==> config.mk <==
export PLATFORM = sky130hd
export DESIGN_NAME = slink_diag_multi
export DESIGN_NICKNAME = d
export VERILOG_FILES = /design/src/rtl/slink_diag_pkg.sv /design/src/rtl/slink_diag_chn.sv /design/src/rtl/slink_diag_multi.sv
export SDC_FILE = /design/constraint.sdc
export NUM_CORES = 1
export LEC_CHECK = 0
export CORE_UTILIZATION = 59
export CTS_CLUSTER_DIAMETER = 80
export DETAILED_ROUTE_END_ITERATION = 8
export DONT_BUFFER_PORTS = 1
export HOLD_SLACK_MARGIN = 0.02
export PLACE_DENSITY = 0.78
export SYNTH_ARGS = -nofsm -noshare
export SYNTH_HDL_FRONTEND = slang
export SYNTH_SLANG_ARGS = --single-unit
==> constraint.sdc <==
create_clock -name clk_125m -period 3.19 [get_ports clk_125m]
set_input_delay 0 -clock clk_125m [delete_from_list [all_inputs] [get_ports clk_125m]]
set_output_delay 0 -clock clk_125m [all_outputs]
set_load 0.02 [all_outputs]
==> src/rtl/slink_diag_pkg.sv <==
// Shared types and constants for the multi-channel serial-link diagnostics block.
// Holds the per-channel FSM state encoding and the cause-vector bit layout.
package slink_diag_pkg;

  localparam int CAUSE_W   = 5;
  localparam int CAUSE_BRK = 4;
  localparam int CAUSE_LEN = 3;
  localparam int CAUSE_TCK = 2;
  localparam int CAUSE_CRC = 1;
  localparam int CAUSE_DLY = 0;

  typedef logic [CAUSE_W-1:0] cause_t;

  // A channel out of reset is reported as broken until its link comes up.
  localparam cause_t CAUSE_RST = 5'b10000;

  typedef enum logic [1:0] {
    ST_OFFLINE = 2'd0,
    ST_HOLD    = 2'd1,
    ST_ONLINE  = 2'd2,
    ST_FAULT   = 2'd3
  } chn_state_e;

endpackage

==> src/rtl/slink_diag_chn.sv <==
// One diagnosed link channel: link-state FSM, leaky saturating error counters
// and the registered live-cause vector. Unaffected by SLINK_DIAG_STICKY_EN.
module slink_diag_chn
  import slink_diag_pkg::*;
#(
  parameter int unsigned CNT_W      = 8,
  parameter int unsigned LEN_THR    = 10,
  parameter int unsigned TICK_THR   = 10,
  parameter int unsigned CRC_THR    = 10,
  parameter int unsigned DLY_THR    = 100,
  parameter int unsigned DECAY_PKTS = 16,
  parameter int unsigned HOLD_CYC   = 8
) (
  input  logic   clk,
  input  logic   rst_n,
  input  logic   break_err,
  input  logic   len_err,
  input  logic   tick_err,
  input  logic   crc_err,
  input  logic   delay_err,
  input  logic   eop,
  output cause_t cause
);

  localparam int unsigned GOOD_W = (DECAY_PKTS > 0) ? $clog2(DECAY_PKTS + 1) : 1;
  localparam int unsigned HOLD_W = (HOLD_CYC > 0) ? $clog2(HOLD_CYC + 1) : 1;

  typedef logic [CNT_W-1:0] cnt_t;
  localparam cnt_t CNT_MAX = '1;

  chn_state_e        state_q, state_d;
  logic              brk_prev_q, dly_q;
  logic [HOLD_W-1:0] hold_cnt_q, hold_cnt_d;
  logic [GOOD_W-1:0] good_cnt_q, good_cnt_d;
  cnt_t              len_cnt_q, len_cnt_d;
  cnt_t              tick_cnt_q, tick_cnt_d;
  cnt_t              crc_cnt_q, crc_cnt_d;
  cnt_t              dly_cnt_q, dly_cnt_d;
  cause_t            cause_q, cause_d;

  logic brk_fall, dly_fall, active, pkt_good, decay;
  logic len_hit, tick_hit, crc_hit, dly_hit, fault_cond;

  function automatic cnt_t sat_inc(input cnt_t v);
    return (v == CNT_MAX) ? v : v + CNT_W'(1);
  endfunction

  function automatic cnt_t sat_dec(input cnt_t v);
    return (v == '0) ? v : v - CNT_W'(1);
  endfunction

  // NOTE: every signal driven here gets a default before any branch, so no latch is inferred.
  always_comb begin
    brk_fall   = brk_prev_q & ~break_err;
    dly_fall   = dly_q & ~delay_err;
    active     = (state_q == ST_ONLINE) || (state_q == ST_FAULT);
    pkt_good   = eop & ~len_err & ~tick_err & ~crc_err;

    len_hit    = 32'(len_cnt_q)  >= LEN_THR;
    tick_hit   = 32'(tick_cnt_q) >= TICK_THR;
    crc_hit    = 32'(crc_cnt_q)  >= CRC_THR;
    dly_hit    = 32'(dly_cnt_q)  >= DLY_THR;
    fault_cond = len_hit | tick_hit | crc_hit | dly_hit | dly_q;

    state_d    = state_q;
    hold_cnt_d = (state_q == ST_HOLD) ? hold_cnt_q + HOLD_W'(1) : '0;
    unique case (state_q)
      ST_OFFLINE: if (brk_fall) state_d = ST_HOLD;
      ST_HOLD:    if (32'(hold_cnt_q) + 32'd1 >= HOLD_CYC) state_d = ST_ONLINE;
      ST_ONLINE:  if (fault_cond) state_d = ST_FAULT;
      ST_FAULT:   if (!fault_cond) state_d = ST_ONLINE;
      default:    state_d = ST_OFFLINE;
    endcase
    if (break_err) state_d = ST_OFFLINE;

    // Any errored packet restarts the run of consecutive good packets.
    decay      = 1'b0;
    good_cnt_d = good_cnt_q;
    if (DECAY_PKTS != 0 && active && eop) begin
      if (!pkt_good) begin
        good_cnt_d = '0;
      end else if (32'(good_cnt_q) + 32'd1 >= DECAY_PKTS) begin
        decay      = 1'b1;
        good_cnt_d = '0;
      end else begin
        good_cnt_d = good_cnt_q + GOOD_W'(1);
      end
    end

    len_cnt_d  = len_cnt_q;
    tick_cnt_d = tick_cnt_q;
    crc_cnt_d  = crc_cnt_q;
    dly_cnt_d  = dly_cnt_q;
    if (brk_fall) begin
      len_cnt_d  = '0;
      tick_cnt_d = '0;
      crc_cnt_d  = '0;
      dly_cnt_d  = '0;
      good_cnt_d = '0;
    end else if (active) begin
      if (eop && len_err)       len_cnt_d  = sat_inc(len_cnt_q);
      else if (decay)           len_cnt_d  = sat_dec(len_cnt_q);
      if (eop && tick_err)      tick_cnt_d = sat_inc(tick_cnt_q);
      else if (decay)           tick_cnt_d = sat_dec(tick_cnt_q);
      if (eop && crc_err)       crc_cnt_d  = sat_inc(crc_cnt_q);
      else if (decay)           crc_cnt_d  = sat_dec(crc_cnt_q);
      // A delay edge and a decay in the same cycle cancel out.
      if (dly_fall && !decay)   dly_cnt_d  = sat_inc(dly_cnt_q);
      else if (!dly_fall && decay) dly_cnt_d = sat_dec(dly_cnt_q);
    end

    // Break follows the next state so the OFFLINE->HOLD edge shows no gap.
    cause_d            = '0;
    cause_d[CAUSE_BRK] = break_err | (state_d == ST_HOLD);
    cause_d[CAUSE_LEN] = len_hit;
    cause_d[CAUSE_TCK] = tick_hit;
    cause_d[CAUSE_CRC] = crc_hit;
    cause_d[CAUSE_DLY] = dly_hit | dly_q;
  end

  // NOTE: sequential state uses non-blocking assignment so all flops sample pre-edge values.
  always_ff @(posedge clk or negedge rst_n) begin
    if (!rst_n) begin
      state_q    <= ST_OFFLINE;
      brk_prev_q <= 1'b1;
      dly_q      <= 1'b0;
      hold_cnt_q <= '0;
      good_cnt_q <= '0;
      len_cnt_q  <= '0;
      tick_cnt_q <= '0;
      crc_cnt_q  <= '0;
      dly_cnt_q  <= '0;
      cause_q    <= CAUSE_RST;
    end else begin
      state_q    <= state_d;
      brk_prev_q <= break_err;
      dly_q      <= delay_err;
      hold_cnt_q <= hold_cnt_d;
      good_cnt_q <= good_cnt_d;
      len_cnt_q  <= len_cnt_d;
      tick_cnt_q <= tick_cnt_d;
      crc_cnt_q  <= crc_cnt_d;
      dly_cnt_q  <= dly_cnt_d;
      cause_q    <= cause_d;
    end
  end

  assign cause = cause_q;

endmodule

==> src/rtl/slink_diag_multi.sv <==
// Multi-channel serial-link diagnostics: CHN_NUM channel monitors plus a two-stage
// output pipeline. Define SLINK_DIAG_STICKY_EN to build the sticky cause registers.
module slink_diag_multi
  import slink_diag_pkg::*;
#(
  parameter int unsigned CHN_NUM    = 4,
  parameter int unsigned CNT_W      = 8,
  parameter int unsigned LEN_THR    = 10,
  parameter int unsigned TICK_THR   = 10,
  parameter int unsigned CRC_THR    = 10,
  parameter int unsigned DLY_THR    = 100,
  parameter int unsigned DECAY_PKTS = 16,
  parameter int unsigned HOLD_CYC   = 8
) (
  input  logic                         clk_125m,
  input  logic                         rst_125m,
  input  logic [CHN_NUM-1:0]           chn_break_err,
  input  logic [CHN_NUM-1:0]           chn_pkt_len_err,
  input  logic [CHN_NUM-1:0]           chn_pkt_tick_err,
  input  logic [CHN_NUM-1:0]           chn_pkt_crc_err,
  input  logic [CHN_NUM-1:0]           chn_pkt_delay_err,
  input  logic [CHN_NUM-1:0]           chn_pkt_eop,
  input  logic                         diag_clr,
  output logic [CHN_NUM-1:0]           slink_err,
  output logic [CAUSE_W*CHN_NUM-1:0]   slink_err_cause,
  output logic [CAUSE_W*CHN_NUM-1:0]   slink_err_sticky
);

  logic [CHN_NUM-1:0][CAUSE_W-1:0] cause_live;
  logic [CHN_NUM-1:0][CAUSE_W-1:0] cause_p1_q, cause_p2_q;
  logic [CHN_NUM-1:0]              err_d, err_p1_q, err_p2_q;

  for (genvar i = 0; i < CHN_NUM; i++) begin : g_chn
    slink_diag_chn #(
      .CNT_W      (CNT_W),
      .LEN_THR    (LEN_THR),
      .TICK_THR   (TICK_THR),
      .CRC_THR    (CRC_THR),
      .DLY_THR    (DLY_THR),
      .DECAY_PKTS (DECAY_PKTS),
      .HOLD_CYC   (HOLD_CYC)
    ) u_chn (
      .clk       (clk_125m),
      .rst_n     (rst_125m),
      .break_err (chn_break_err[i]),
      .len_err   (chn_pkt_len_err[i]),
      .tick_err  (chn_pkt_tick_err[i]),
      .crc_err   (chn_pkt_crc_err[i]),
      .delay_err (chn_pkt_delay_err[i]),
      .eop       (chn_pkt_eop[i]),
      .cause     (cause_live[i])
    );
  end

  always_comb begin
    err_d = '0;
    for (int i = 0; i < CHN_NUM; i++) err_d[i] = |cause_live[i];
  end

  always_ff @(posedge clk_125m or negedge rst_125m) begin
    if (!rst_125m) begin
      cause_p1_q <= {CHN_NUM{CAUSE_RST}};
      cause_p2_q <= {CHN_NUM{CAUSE_RST}};
      err_p1_q   <= '1;
      err_p2_q   <= '1;
    end else begin
      cause_p1_q <= cause_live;
      cause_p2_q <= cause_p1_q;
      err_p1_q   <= err_d;
      err_p2_q   <= err_p1_q;
    end
  end

  assign slink_err       = err_p2_q;
  assign slink_err_cause = cause_p2_q;

`ifdef SLINK_DIAG_STICKY_EN
  logic [CAUSE_W*CHN_NUM-1:0] sticky_q, sticky_d;

  // A live cause re-arms its bit even while a clear is requested.
  always_comb sticky_d = cause_live | (sticky_q & {CAUSE_W*CHN_NUM{~diag_clr}});

  always_ff @(posedge clk_125m or negedge rst_125m) begin
    if (!rst_125m) sticky_q <= '0;
    else           sticky_q <= sticky_d;
  end

  assign slink_err_sticky = sticky_q;
`else
  logic unused_diag_clr;
  assign unused_diag_clr  = diag_clr;
  assign slink_err_sticky = '0;
`endif

endmodule

==> impl_metrics.csv <==
group,metric,value,unit
run_status,status,"finished, violations left",
run_status,violations,"negative hold slack",
floorplan,rows,58,
critical_path,critPathTopFamily,"compound AO/OA/AOI/OAI gates",
timing,worst_pin_slew,0.906,ns
yosys,syn_area,15400,um^2
global_routing,grt_max_degree,249,
layout,nFillCells,1939,
timing,fin_crit,3.04,ns
yosys,synthSimpleGateAreaFrac,18.7,%
global_routing,grt_util_all_layers,24.7,%
power_and_ir_drop,power.leakage,7.67,nW
yosys,synth_area_per_cell,9.54,um^2
detailed_routing,first_pass_iters,5,
power_and_ir_drop,combPwrFrac,10.8,%
clock_tree,cts_buffer_depth,3,
power_and_ir_drop,switching_share,24.9,%
power_and_ir_drop,power.density,448,nW/um^2
power_and_ir_drop,p_seq_share,44.4,%
layout,nets,1811,
yosys,synthFlopType,"dfrtp_1",
critical_path,crit_required,3.59,ns
placement,gp_congestion,0.876,
floorplan,die_area,26700,um^2
floorplan,initial_core_util,60.7,%
detailed_routing,vias_per_cell,6.12,
detailed_routing,drc,0,
critical_path,critPathKind,"reg2reg",
clock_tree,clkTransAtPathRegs,0.06,ns
yosys,synth_edf_count,0,
yosys,synthCells,1610,
detailed_routing,num_vias,12300,
layout,drive_above_1_share,8.35,%
floorplan,die_h,163,um
detailed_routing,wl_per_cell,16.2,um
run,max-cap-violations,0,
power_and_ir_drop,ir_drop,391,uV
timing,slew_headroom,39.5,%
global_routing,gr-total-overflow,0,
critical_path,slowest_stage,"fa_1",
clock_tree,clk_latency,0.53,ns
timing,setup_tns,0,ns
critical_path,cp.arrival,3.44,ns
yosys,ys_ff_latch,248,
critical_path,cp_max_fo,5,
yosys,synth_mux_area_share,3.22,%
power_and_ir_drop,p_clk_share,44.8,%
timing,slew_viol_final,0,
critical_path,crit_buf_inv,1,
clock_tree,root_buffer,"clkbuf_16",
timing,holdWs,-0.826,ns
floorplan,fp.dieW,163,um
critical_path,slowest_delay,0.42,ns
yosys,ys_types,72,
timing,clock.fmax,329,MHz
critical_path,cp-end-kind,"flip-flop",
clock_tree,holdBufCountCts,26,
global_routing,grt_pass1_vias,11900,
clock_tree,numCtsBuffers,27,
clock_tree,cts_tree,"done",
global_routing,antenna_found_initial,0,
yosys,synth-compound-area-share,18.2,%
placement,place_ws,-0.00109,ns
critical_path,crit_chain,"ha_2 -> and3_2 -> a2111oi_4 -> inv_1 -> ha_2 -> fa_1 -> nand2b_1 -> a21boi_2 -> o21ai_0 -> a311oi_1 -> o31ai_1",
detailed_routing,ant_nets,0,
layout,n_antenna_cell,0,
yosys,synth_top_family_by_area,"simple AND/OR/NAND/NOR gates",
global_routing,grt_pass1_wl,55.4,mm
layout,multiInputGateArea,8640,um^2
timing,min_period_over_period,95.3,%
yosys,yosysSeqAreaShare,40.6,%
power_and_ir_drop,internal_power,5.74,mW
timing,skew,0.00969,ns
power_and_ir_drop,power.total,7.63,mW
critical_path,crit_path_start_kind,"flip-flop",
floorplan,io_pins,71,
yosys,yosys.area_share.adder,11.2,%
placement,place.detailed.hpwl,22.2,mm
timing,setup_viol,0,
hold_path,hold_path_class,"in2async",
timing,finalWorstSetupSlack,0.149,ns
yosys,synth_xor_area_share,4.05,%
floorplan,fp.coreArea,25300,um^2
detailed_routing,initialDrtViolationCount,936,
placement,numPortBuffers,0,
detailed_routing,wl,32.5,mm
power_and_ir_drop,p_switching,1.90,mW
critical_path,cp_common_cell,"ha_2",
clock_tree,cts_num_sinks,248,
timing,hold_viol_final,248,
layout,area_growth,11.0,%
clock_tree,htree_levels,1,
yosys,yosys_warnings,0,
layout,regArea,6240,um^2
yosys,synthArstFlopShare,100,%
-- layer usage --
| layer | up-vias | wire, um | GRT usage, % |
|---|---|---|---|
| li1 | 5984 | - | - |
| met1 | 6004 | 14800 | 33.4 |
| met2 | 235 | 15900 | 42.3 |
| met3 | 44 | 1310 | 3.02 |
| met4 | 0 | 502 | 5.86 |
| met5 | - | 0 | 0 |
-- Yosys cell counts (all sizes together) (14+ instances only) --
cell / number / share of area (%)
buf: 31 / 1.4
a21oi: 76 / 2.5
nor2: 146 / 3.6
inv: 86 / 2.1
nor4: 25 / 1.0
a21o: 18 / 0.88
dfrtp: 224 / 36
ha: 112 / 9.1
fa: 16 / 2.1
o21ai: 80 / 2.6
o2111ai: 18 / 1.0
nand2: 124 / 3.0
nand4: 40 / 1.6
nor3: 73 / 2.4
mux2i: 45 / 2.9
dfstp: 24 / 4.1
o21a: 36 / 1.8
xor2: 22 / 1.3
nand3: 47 / 1.5
xnor2: 49 / 2.8
and3: 22 / 0.90
o21bai: 14 / 0.68
a211oi: 25 / 1.2
nor2b: 30 / 1.2
a22o: 20 / 1.1
clkbuf: 22 / 0.54
nand2b: 29 / 1.2
-- power groups by stage --
| stage | combinational (mW) | sequential (mW) | clock (mW) |
|---|---|---|---|
| 6_report | 0.826 | 3.39 | 3.42 |
| 5_1_grt | 0.937 | 3.40 | 3.61 |
| 4_1_cts | 0.817 | 3.39 | 3.48 |
| 3_5_place_dp | 0.787 | 3.44 | 0 |
| 3_3_place_gp | 0.742 | 3.44 | 0 |
| 2_1_floorplan | 0.665 | 3.42 | 0 |
-- stage by stage --
stage	cells	hold slack [ns]	area [um^2]	utilization (%)
2_1_floorplan	1629	-0.296	15400	-
6_report	2006	-0.826	17100	67.3
3_5_place_dp	1929	-0.287	15700	62.1
3_3_place_gp	1929	-0.290	15700	62.1
4_1_cts	2004	-0.845	17000	67.0
5_1_grt	2006	-0.846	17100	67.3
-- layout make-up --
type | instances | area share (%)
Multi-Input combinational cell | 1242 | 50.7
Timing Repair Buffer | 51 | 2.63
Clock inverter | 18 | 1.56
Tap cell | 330 | 2.42
Sequential cell | 248 | 36.6
Clock buffer | 31 | 4.23
Inverter | 86 | 1.91
-- timing repair --
action / in CTS / in global routing
setup endpoints to repair: 1 / 9
buffers inserted: 0 / 2
endpoints found under the hold margin: 363 / 248
pin swaps: 0 / 3
gates resized for setup: 1 / 21
-- kinds of logic (layout without fill, tap and decap cells) --
logic type	Yosys count	after routing
flops	248	248
fa+ha+maj	128	128
buf+inv	139	186
mux	49	49
compound gates	395	395
other cells	1	20
simple gates	579	579
xor+xnor	71	71
-- cells in the final DEF (no fill, tap or decap), drive strengths merged, types with 25 or more instances in the layout --
cell type,n
clkbuf,31
nor3,73
a21oi,76
nand4,40
nand2,124
nor4,25
o21a,36
inv,87
nand3,47
dlygate4sd3,26
nor2b,30
nor2,146
nand2b,29
a211oi,25
o21ai,80
dfrtp,224
buf,25
mux2i,45
xnor2,49
ha,112
-- worst reg2reg max path: stages, from the launching register on --
cell and delay, ns:
dfrtp_1 0.41, ha_2 0.21, and3_2 0.24, a2111oi_4 0.38
inv_1 0.09, ha_2 0.23, fa_1 0.42, nand2b_1 0.21
a21boi_2 0.21, o21ai_0 0.13, a311oi_1 0.30, o31ai_1 0.09
-- state kept, by name (all words and copies together), names as in the netlist --
name / flops
g_chn.u_chn.good_cnt_q: 20
slink_err_cause: 20
g_chn.u_chn.hold_cnt_q: 16
g_chn.u_chn.cause: 20
g_chn.u_chn.state_q: 8
g_chn.u_chn.crc_cnt_q: 32
g_chn.u_chn.len_cnt_q: 32
cause_p1_q: 20
err_p1_q: 4
g_chn.u_chn.tick_cnt_q: 32
g_chn.u_chn.dly_cnt_q: 32
slink_err: 4
g_chn.u_chn.brk_prev_q: 4
g_chn.u_chn.dly_q: 4
-- final timing paths --
check                                        startpoint                           to  slack [ns]  cells past startpoint
min in group clk_125m              chn_pkt_delay_err[3]         g_chn[3].u_chn.dly_q        0.03                      1
max reg2reg                g_chn[3].u_chn.good_cnt_q[1]  g_chn[3].u_chn.dly_cnt_q[6]        0.15                     11
max in group asynchronous                      rst_125m    g_chn[3].u_chn.brk_prev_q        3.65                      0
max                        g_chn[3].u_chn.good_cnt_q[1]  g_chn[3].u_chn.dly_cnt_q[6]        0.15                     11
min                                            rst_125m  g_chn[0].u_chn.len_cnt_q[1]       -0.83                      0
min reg2reg                              cause_p1_q[13]          slink_err_cause[13]        0.35                      0
Note: power is estimated with default switching activity, not from simulation.
